File: src/rtl/crctab_pkg.sv
// crctab_pkg: shared types and constants for the crctab_arb table arbiter.
//   crctab_state_e : arbiter FSM state (ST_IDLE, ST_BURST)
//   CRCTAB_IDX_W   : table index width (byte index)
//   CRCTAB_DATA_W  : table entry width
//   crctab_id_w()  : width of a lane identifier for a given lane count
package crctab_pkg;

  typedef enum logic [0:0] {
    ST_IDLE  = 1'b0,
    ST_BURST = 1'b1
  } crctab_state_e;

  localparam int CRCTAB_IDX_W  = 8;
  localparam int CRCTAB_DATA_W = 32;

  // Lane-ID width; never narrower than one bit.
  function automatic int crctab_id_w(input int nreq);
    if (nreq <= 2) begin
      return 1;
    end else begin
      return $clog2(nreq);
    end
  endfunction

endpackage

File: src/rtl/crctab_rr_pick.sv
// crctab_rr_pick: combinational round-robin picker.
//   req_valid : per-lane request vector
//   ptr       : last served lane; the scan starts at ptr+1 mod NREQ
//   gnt       : one-hot grant (zero when nothing is requested)
//   gnt_idx   : encoded index of the granted lane
//   gnt_any   : at least one lane is requesting
module crctab_rr_pick
  import crctab_pkg::*;
#(
  parameter int NREQ = 4,
  parameter int ID_W = crctab_id_w(NREQ)
) (
  input  logic [NREQ-1:0] req_valid,
  input  logic [ID_W-1:0] ptr,
  output logic [NREQ-1:0] gnt,
  output logic [ID_W-1:0] gnt_idx,
  output logic            gnt_any
);

  logic [ID_W-1:0] lane;

  // Scan lanes from ptr+1 around to ptr; the first valid lane wins.
  always_comb begin
    gnt     = '0;
    gnt_idx = '0;
    gnt_any = 1'b0;
    lane    = '0;
    for (int k = 1; k <= NREQ; k++) begin
      lane = ID_W'((int'(ptr) + k) % NREQ);
      if (!gnt_any && req_valid[lane]) begin
        gnt[lane] = 1'b1;
        gnt_idx   = lane;
        gnt_any   = 1'b1;
      end else begin
        gnt_any = gnt_any;
      end
    end
  end

endmodule

File: src/rtl/crctab_arb.sv
// crctab_arb: round-robin arbiter and burst sequencer sharing one
// 256 x 32 CRC lookup table between NREQ lanes.
//   clk, rstn              : clock, asynchronous active-low reset
//   req_valid/addr/last    : per-lane lookup requests (addr lane i at [8i+7:8i])
//   req_ready              : per-lane accept, one-hot or zero, same-cycle
//   tab_addr / tab_rdata   : registered table address, combinational read data
//   rsp_valid/id/data      : tagged response, fixed 2-cycle latency, no stall
//   stats_clr / grant_cnt  : per-lane saturating beat counters, only when
//                            CRCTAB_ARB_STATS_EN is defined
module crctab_arb
  import crctab_pkg::*;
#(
  parameter  int NREQ      = 4,
  parameter  int MAX_BURST = 16,
  localparam int ID_W      = crctab_id_w(NREQ)
) (
  input  logic                     clk,
  input  logic                     rstn,
  input  logic [NREQ-1:0]          req_valid,
  input  logic [NREQ*8-1:0]        req_addr,
  input  logic [NREQ-1:0]          req_last,
  output logic [NREQ-1:0]          req_ready,
  output logic [31:0]              tab_addr,
  input  logic [31:0]              tab_rdata,
  output logic                     rsp_valid,
  output logic [ID_W-1:0]          rsp_id,
  output logic [31:0]              rsp_data
`ifdef CRCTAB_ARB_STATS_EN
  ,
  input  logic                     stats_clr,
  output logic [NREQ*16-1:0]       grant_cnt
`endif
);

  localparam logic [ID_W-1:0] PTR_RST   = ID_W'(NREQ - 1);
  localparam logic [7:0]      BURST_LIM = 8'(MAX_BURST);

  crctab_state_e            state_q, state_d;
  logic [ID_W-1:0]          owner_q, owner_d;
  logic [ID_W-1:0]          ptr_q, ptr_d;
  logic [7:0]               beat_cnt_q, beat_cnt_d;
  logic [CRCTAB_IDX_W-1:0]  tab_idx_q, tab_idx_d;
  logic [ID_W-1:0]          id1_q, id1_d;
  logic                     v1_q, v1_d;
  logic                     rsp_valid_q, rsp_valid_d;
  logic [ID_W-1:0]          rsp_id_q, rsp_id_d;
  logic [CRCTAB_DATA_W-1:0] rsp_data_q, rsp_data_d;

  logic [NREQ-1:0]          pick_gnt;
  logic [ID_W-1:0]          pick_idx;
  logic                     pick_any;
  logic [NREQ-1:0]          ready_c;
  logic                     acc;
  logic [ID_W-1:0]          acc_lane;
  logic [CRCTAB_IDX_W-1:0]  acc_addr;

  crctab_rr_pick #(
    .NREQ (NREQ),
    .ID_W (ID_W)
  ) u_pick (
    .req_valid (req_valid),
    .ptr       (ptr_q),
    .gnt       (pick_gnt),
    .gnt_idx   (pick_idx),
    .gnt_any   (pick_any)
  );

  // Arbitration FSM: grant selection, burst tracking and release.
  always_comb begin
    state_d    = state_q;
    owner_d    = owner_q;
    ptr_d      = ptr_q;
    beat_cnt_d = beat_cnt_q;
    ready_c    = '0;
    acc        = 1'b0;
    acc_lane   = '0;
    case (state_q)
      ST_IDLE: begin
        ready_c  = pick_gnt;
        acc      = pick_any;
        acc_lane = pick_idx;
        if (pick_any) begin
          // A single-beat grant (or MAX_BURST=1) releases immediately.
          if (req_last[pick_idx] || (MAX_BURST == 1)) begin
            ptr_d      = pick_idx;
            beat_cnt_d = 8'd0;
          end else begin
            state_d    = ST_BURST;
            owner_d    = pick_idx;
            beat_cnt_d = 8'd1;
          end
        end else begin
          state_d = ST_IDLE;
        end
      end
      ST_BURST: begin
        // The owner keeps the grant through gaps; others are blocked.
        ready_c[owner_q] = req_valid[owner_q];
        acc              = req_valid[owner_q];
        acc_lane         = owner_q;
        if (req_valid[owner_q]) begin
          // Forced release is silent: the lane just re-arbitrates.
          if (req_last[owner_q] || ((beat_cnt_q + 8'd1) == BURST_LIM)) begin
            state_d    = ST_IDLE;
            ptr_d      = owner_q;
            beat_cnt_d = 8'd0;
          end else begin
            beat_cnt_d = beat_cnt_q + 8'd1;
          end
        end else begin
          beat_cnt_d = beat_cnt_q;
        end
      end
      default: begin
        state_d = ST_IDLE;
      end
    endcase
  end

  // Lookup pipeline: stage 1 captures address/tag, stage 2 captures data.
  always_comb begin
    acc_addr = req_addr[int'(acc_lane)*8 +: 8];
    v1_d     = acc;
    if (acc) begin
      tab_idx_d = acc_addr;
      id1_d     = acc_lane;
    end else begin
      tab_idx_d = tab_idx_q;
      id1_d     = id1_q;
    end
    rsp_valid_d = v1_q;
    if (v1_q) begin
      rsp_data_d = tab_rdata;
      rsp_id_d   = id1_q;
    end else begin
      rsp_data_d = rsp_data_q;
      rsp_id_d   = rsp_id_q;
    end
  end

  // State and pipeline registers.
  always_ff @(posedge clk or negedge rstn) begin
    if (!rstn) begin
      state_q     <= ST_IDLE;
      owner_q     <= '0;
      ptr_q       <= PTR_RST;
      beat_cnt_q  <= 8'd0;
      tab_idx_q   <= '0;
      id1_q       <= '0;
      v1_q        <= 1'b0;
      rsp_valid_q <= 1'b0;
      rsp_id_q    <= '0;
      rsp_data_q  <= '0;
    end else begin
      state_q     <= state_d;
      owner_q     <= owner_d;
      ptr_q       <= ptr_d;
      beat_cnt_q  <= beat_cnt_d;
      tab_idx_q   <= tab_idx_d;
      id1_q       <= id1_d;
      v1_q        <= v1_d;
      rsp_valid_q <= rsp_valid_d;
      rsp_id_q    <= rsp_id_d;
      rsp_data_q  <= rsp_data_d;
    end
  end

  assign req_ready = ready_c;
  assign tab_addr  = {24'h000000, tab_idx_q};
  assign rsp_valid = rsp_valid_q;
  assign rsp_id    = rsp_id_q;
  assign rsp_data  = rsp_data_q;

`ifdef CRCTAB_ARB_STATS_EN
  logic [15:0] gcnt_q [NREQ];
  logic [15:0] gcnt_d [NREQ];

  // Per-lane accepted-beat counters; clear beats a coincident increment.
  always_comb begin
    for (int i = 0; i < NREQ; i++) begin
      if (stats_clr) begin
        gcnt_d[i] = 16'h0000;
      end else if (ready_c[i] && req_valid[i] && (gcnt_q[i] != 16'hFFFF)) begin
        gcnt_d[i] = gcnt_q[i] + 16'h0001;
      end else begin
        gcnt_d[i] = gcnt_q[i];
      end
    end
  end

  // Counter registers.
  always_ff @(posedge clk or negedge rstn) begin
    if (!rstn) begin
      for (int i = 0; i < NREQ; i++) begin
        gcnt_q[i] <= 16'h0000;
      end
    end else begin
      for (int i = 0; i < NREQ; i++) begin
        gcnt_q[i] <= gcnt_d[i];
      end
    end
  end

  // Flatten counters onto the output bus.
  always_comb begin
    grant_cnt = '0;
    for (int i = 0; i < NREQ; i++) begin
      grant_cnt[i*16 +: 16] = gcnt_q[i];
    end
  end
`endif

endmodule

File: config.mk
export PLATFORM = sky130hd
export DESIGN_NAME = crctab_arb
export DESIGN_NICKNAME = d
export VERILOG_FILES = /design/src/rtl/crctab_pkg.sv /design/src/rtl/crctab_rr_pick.sv /design/src/rtl/crctab_arb.sv
export SDC_FILE = /design/constraint.sdc
export NUM_CORES = 1
export LEC_CHECK = 0
export BUFFER_PORTS_ARGS = -buffer_cell sky130_fd_sc_hd__buf_4
export CAP_MARGIN = 10
export CORE_MARGIN = 2
export CORE_UTILIZATION = 40
export DETAILED_ROUTE_END_ITERATION = 10
export PLACE_DENSITY = 0.68
export RECOVER_POWER = 50
export SLEW_MARGIN = 20
export SYNTH_ARGS = -nofsm -noshare
export SYNTH_HDL_FRONTEND = slang
export SYNTH_SLANG_ARGS = --single-unit
File: constraint.sdc
create_clock -name clk -period 7.95 [get_ports clk]
set_input_delay 0 -clock clk [delete_from_list [all_inputs] [get_ports clk]]
set_output_delay 0 -clock clk [all_outputs]
set_load 0.01 [all_outputs]
== After elaboration in Yosys (flattened, before gate mapping) ==
Index checks and enable logic that the tools add are counted.
Operators by class
  $add $sub $neg: 5
  magnitude comparators: 11
  equality and inequality tests: 5
  shift operators: 1
  mux-type cells: 54
  bitwise operators: 6
  reductions and logical operators: 15
Operators by type and width (number)
  32-bit by 6-bit variable part select with 8-bit output: 1
  8-bit two-way mux: 3
  1-bit two-way mux: 21
  2-bit by 3-bit less-than comparator with 1-bit output (second input constant): 6
  2-bit two-way mux: 8
  4-bit two-way mux: 4
  8-bit case mux with 2 select lines: 1
  1-bit binary-select mux with 2-bit select: 7
  4-bit bitwise OR: 3
  1-bit demux with 2-bit select: 5
  2-bit by 1-bit greater-or-equal comparator with 1-bit output (second input constant): 5
  8-bit by 1-bit adder with 8-bit output (second input constant): 1
  8-bit by 5-bit == test with 1-bit output (second input constant): 1
  1-bit logical AND: 8
  2-bit case mux with 2 select lines: 2
  4-bit case mux with 2 select lines: 1
  2-bit by 1-bit adder with 2-bit output (second input constant): 2
  2-bit adder (second input constant): 2
  4-bit bitwise AND: 1
  2-bit by 1-bit != test with 1-bit output (second input constant): 2
  2-bit != test (second input constant): 2
  1-bit case mux with 2 select lines: 2
  4-bit AND reduction: 1
  1-bit zero test: 3
  other kinds (4): 5
Word-level totals
  register bits: 59
  input port bits: 74
  output and inout port bits: 71
  logic and storage cells: 107

== Longest topological paths before layout ==
  depth in word-level cells: 18
  mapped depth: 14
  mapped depth without buffers: 9

== Cells and area by module ==
A second synthesis with hierarchy kept.
Second synthesis, totals
  cell total of the unflattened synthesis: 352
  area, all modules: 3726.1 sq um
By module, submodules not included
  crctab_arb: instances 1, cells an instance 266, area each 3096.7 sq um, sequential area each 1478.9 sq um
  crctab_rr_pick: instances 1, cells an instance 86, area each 629.4 sq um, sequential area each 0.0 sq um

== Worst setup path before layout ==
No wires, ideal clock.
  kind: register -> register
  start point: reg ptr_q[0]
  end point: reg tab_idx_q[0]
  setup time: 138 ps
  data arrival time: 3318 ps
  data required time: 7812 ps
  slack: 4494 ps
  cell stages (with the launch flop): 15
  buffers on the path: 6
  clock period less this slack: 3456 ps
  path through: dfstp_2 buf_6 buf_2 inv_1 ha_1 buf_2 mux4_2 buf_2 nor2_1 a32oi_2 o31a_1 buf_6 buf_12 mux2i_1 o221ai_2
On the way
  word-level cells in the longest chain between the ends: 15
  elaborated cells between the ends (all ways): 29
  those cells by class: add/sub: 4; shift: 1; mux: 18; reduce/logical: 6
Ends and longest elaborated chain
  start: declaration: line crctab_arb.sv:40  | logic [ID_W-1:0] ptr_q, ptr_d;
  start signal: assignment: line crctab_arb.sv:157  | ptr_q <= ptr_d;
  2-bit by 1-bit adder with 2-bit output: line crctab_rr_pick.sv:29  | lane = ID_W'((int'(ptr) + k) % NREQ);
  1-bit binary-select mux with 2-bit select: line crctab_rr_pick.sv:30  | if (!gnt_any && req_valid[lane]) begin
  1-bit two-way mux (not written as such): line crctab_rr_pick.sv:30
  1-bit two-way mux: line crctab_rr_pick.sv:30
  1-bit zero test: line crctab_rr_pick.sv:30
  1-bit logical AND: line crctab_rr_pick.sv:30
  1-bit two-way mux: line crctab_rr_pick.sv:30
  1-bit zero test: line crctab_rr_pick.sv:30
  1-bit logical AND: line crctab_rr_pick.sv:30
  1-bit two-way mux: line crctab_rr_pick.sv:30
  1-bit zero test: line crctab_rr_pick.sv:30
  1-bit logical AND: line crctab_rr_pick.sv:30
  2-bit two-way mux: line crctab_rr_pick.sv:30
  2-bit case mux with 2 select lines: line crctab_arb.sv:77  | case (state_q)
  32-bit by 6-bit variable part select with 8-bit output: line crctab_arb.sv:122  | acc_addr = req_addr[int'(acc_lane)*8 +: 8];
  end signal: assignment: line crctab_arb.sv:159  | tab_idx_q <= tab_idx_d;
  end: declaration: line crctab_arb.sv:42  | logic [CRCTAB_IDX_W-1:0] tab_idx_q, tab_idx_d;
Parallel ways exist; a longest one is shown, timed or not. The select of a mux whose other input is x is not followed.
A chain may end at the register's enable or synchronous reset.

== Worst setup path in the final report ==
  start point: reg ptr_q[0]
  end point: reg tab_idx_q[4]
Same word-level chain as after synthesis.

==> results.sh <==
export IMPL_vias_per_cell=5.05
export IMPL_wirelength_mm=9.03
export IMPL_core_region_area_um2=8720
export IMPL_synth_commonest_cells="dfrtp_1 (57), mux2_2 (37), buf_4 (24), nand2_1 (22)"
export IMPL_clk_path_buf_depth=2
export IMPL_antenna_found_initial=0
export IMPL_synth_area_leader_cell="dfrtp_1"
export IMPL_n_antenna_cell=0
export IMPL_grt_max_degree=60
export IMPL_finalCritPeriodShare_pct=68.2
export IMPL_io_pins=145
export IMPL_dieArea_um2=9810
export IMPL_place_area_um2=4440
export IMPL_area_delta_synth_final_pct=38.4
export IMPL_clk_latency_ns=0.33
export IMPL_synth_most_common_cell="dfrtp_1"
export IMPL_violations="capacitance limit, slew limit"
export IMPL_h_tree_depth=3
export IMPL_final_nets=557
export IMPL_hold_path_class="in -> reg"
export IMPL_synth_top_area_share_pct=39.5
export IMPL_holdCritStartpoint="req_addr[1]"
export IMPL_syn_inst=313
export IMPL_cts_sinks=59
export IMPL_pre_cts_slack_ns=3.55
export IMPL_reg2reg_from="ptr_q[0]"
export IMPL_clkSlewWorstSetupHoldPaths_ns=0.07
export IMPL_layout_area_seq_um2=1480
export IMPL_drive_gt1_share_pct=34.9
export IMPL_cts_tree="yes"
export IMPL_drc_errors=0
export IMPL_layout_min_cycle_time_ns=5.42
export IMPL_syn_avg_cell_area_um2=11.5
export IMPL_die_x_um=99.0
export IMPL_crit_path_top_delay_cell="o31a_1"
export IMPL_hold_ws_ns=0.00988
export IMPL_grt_first_pass_wirelength_mm=14.4
export IMPL_relSlewSlack_pct=-105
export IMPL_slew_violations=60
export IMPL_rows=34
export IMPL_grt_setup_unrepaired="false"
export IMPL_crit_path_end_kind="flop"
export IMPL_tns_ns=0
export IMPL_required_ns=8.17
export IMPL_peakVddDrop_mv=0.199
export IMPL_max_freq_mhz=184
export IMPL_dr_pass1_iters=4
export IMPL_clock_skew_ns=0.00447
export IMPL_worst_pin_slew_ns=3.08
export IMPL_outcome="finished, violations left"
export IMPL_drtAntennaViolNets=0
export IMPL_vias=2960
export IMPL_synth_ff_type="dfrtp_1"
export IMPL_ys_top_cells_by_area="dfrtp_1 (39%), mux2_2 (12%), mux2i_1 (5.0%)"
export IMPL_hpwl_mm=6.15
export IMPL_drt_initial_drc_count=67
export IMPL_fillerInstances=737
export IMPL_hold_viol_final=0
export IMPL_crit_chain="inv_1, ha_1, mux4_2, nor3_1, nand3_1, inv_1, o31a_1, mux2i_1, dlygate4sd3_1, o221ai_2, dlygate4sd3_1"
export IMPL_wl_per_cell_um=15.4
export IMPL_multi_input_area_um2=1890
export IMPL_numCtsBuffers=9
export IMPL_die_height_um=99.0
export IMPL_crit_path_start="ptr_q[0]"
export IMPL_leakagePower_nw=2.26
export IMPL_cpPeakStageDelay_ns=0.87
export IMPL_portBuffers=120
export IMPL_ys_ff_latch=59
export IMPL_finalSetupViolCount=0
export IMPL_yosysUniqueCellTypes=55
export IMPL_grt_total_usage_pct=18.1
export IMPL_synth_edf_count=0
export IMPL_design_area_um2=5000
export IMPL_cts_root_buffer="clkbuf_8"
export IMPL_gp_congestion=0.832
export IMPL_synth_async_reset_ratio_pct=100
export IMPL_crit_type="reg -> reg"
export IMPL_yosysSeqAreaShare_pct=40.9
export IMPL_cts_repair_resized=0
export IMPL_powerDensity_nw_per_um2=389
export IMPL_crit_fanout=18
export IMPL_crit_arrival_ns=5.64
export IMPL_overflow=0
export IMPL_synth_area_um2=3610
export IMPL_finalWorstSetupSlack_ns=2.53
export IMPL_drv_cap=1
export IMPL_yosysWarnings=0
export IMPL_worstSetupStartpointType="flop"
export IMPL_start_util_pct=41.4
export IMPL_grt_pass1_vias=3011
kinds of logic (layout without fill, tap and decap cells):
logic type	Yosys count	after routing	synth area share, %
AND/OR/NAND/NOR	72	72	10.1
multiplexers	65	65	21.5
flip-flops	59	59	40.9
AO/OA/AOI/OAI	53	53	14.1
buffers and inverters	50	192	9.07
adder cells (fa/ha/maj)	10	10	3.46
XOR/XNOR	3	3	0.727
other	1	24	0.104
final cells by class:
cell class	instances	share of cell area, %
multi-input combinational	227	37.8
clock buffer	12	3.30
clock inverter	4	0.950
inverter	6	0.450
tap	108	2.70
sequential	59	29.6
timing repair buffer	170	25.2
where the power goes:
part           total (W)  switching [W]  internal (W)
logic            0.00113       0.000575      0.000551
clock network   0.000286       0.000117      0.000169
registers       0.000535       0.000110      0.000424
total            0.00195       0.000802       0.00114
layer usage:
layer  up-vias  GRT usage, %  routed length, um
met5         -             0                  0
met4         0          5.69                146
met3        12          3.90                379
met2        82          31.7               4790
met1      1445          22.3               3710
li1       1421             -                  -
what timing repair did:
action	in CTS	in global routing
hold buffers	49	0
setup buffers	0	0
hold endpoints to repair	95	0
worst paths after layout:
| kind | slack, ns | end | cells after the start |
|---|---|---|---|
| worst max register to register | 2.53 | tab_idx_q[4] | 11 |
| worst max-delay path | 2.53 | tab_idx_q[4] | 11 |
| worst min-delay path | 0.01 | tab_idx_q[1] | 3 |
| worst min register to register | 0.48 | id1_q[0] | 2 |
| max in group asynchronous | 4.99 | tab_idx_q[2] | 2 |
| min in group asynchronous | 1.23 | rsp_data[2] | 2 |
through the flow:
| stage | instances | total power, W | utilization, % |
|---|---|---|---|
| floorplan | 336 | 0.00136 | - |
| finish | 586 | 0.00195 | 57.4 |
| global route | 586 | 0.00208 | 57.4 |
| CTS | 586 | 0.00201 | 59.0 |
| global placement | 521 | 0.00161 | 50.9 |
| detailed placement | 521 | 0.00164 | 50.9 |
flip-flops by register name, summed over array words and instances (netlist names):
signal	count
rsp_data	32
rsp_id	2
ptr_q	2
rsp_valid	1
beat_cnt_q	8
rsp_valid_d	1
tab_idx_q	8
state_q	1
id1_q	2
owner_q	2
worst max-delay path: cells and delay by family (launching register included):
| kind | cells | cell delay [ns] |
|---|---|---|
| fa+ha+maj | 1 | 0.52 |
| compound gates | 2 | 0.97 |
| flops | 1 | 0.80 |
| simple gates | 2 | 0.47 |
| mux | 2 | 0.98 |
| buf+inv | 4 | 1.56 |
placed cells by master, fill, tap and decap left out, types with 3 or more instances in the layout:
cell type / synthesis / routed
a21oi_1: 4 / 4
a221oi_1: 5 / 5
a22oi_1: 4 / 4
buf_4: 24 / 84
clkbuf_1: 5 / 37
clkbuf_8: 0 / 12
conb_1: 1 / 24
dfrtp_1: 57 / 57
dlygate4sd3_1: 0 / 49
ha_1: 10 / 10
inv_1: 6 / 6
mux2_1: 4 / 4
mux2_2: 37 / 37
mux2i_1: 18 / 18
mux4_2: 6 / 6
nand2_1: 22 / 22
nand2b_1: 6 / 6
nand3_1: 8 / 8
nand4_1: 3 / 3
nor2_1: 18 / 18
o21ai_0: 12 / 12
o221ai_2: 8 / 8
xnor2_1: 3 / 3
Power figures use the tool's default switching activity.
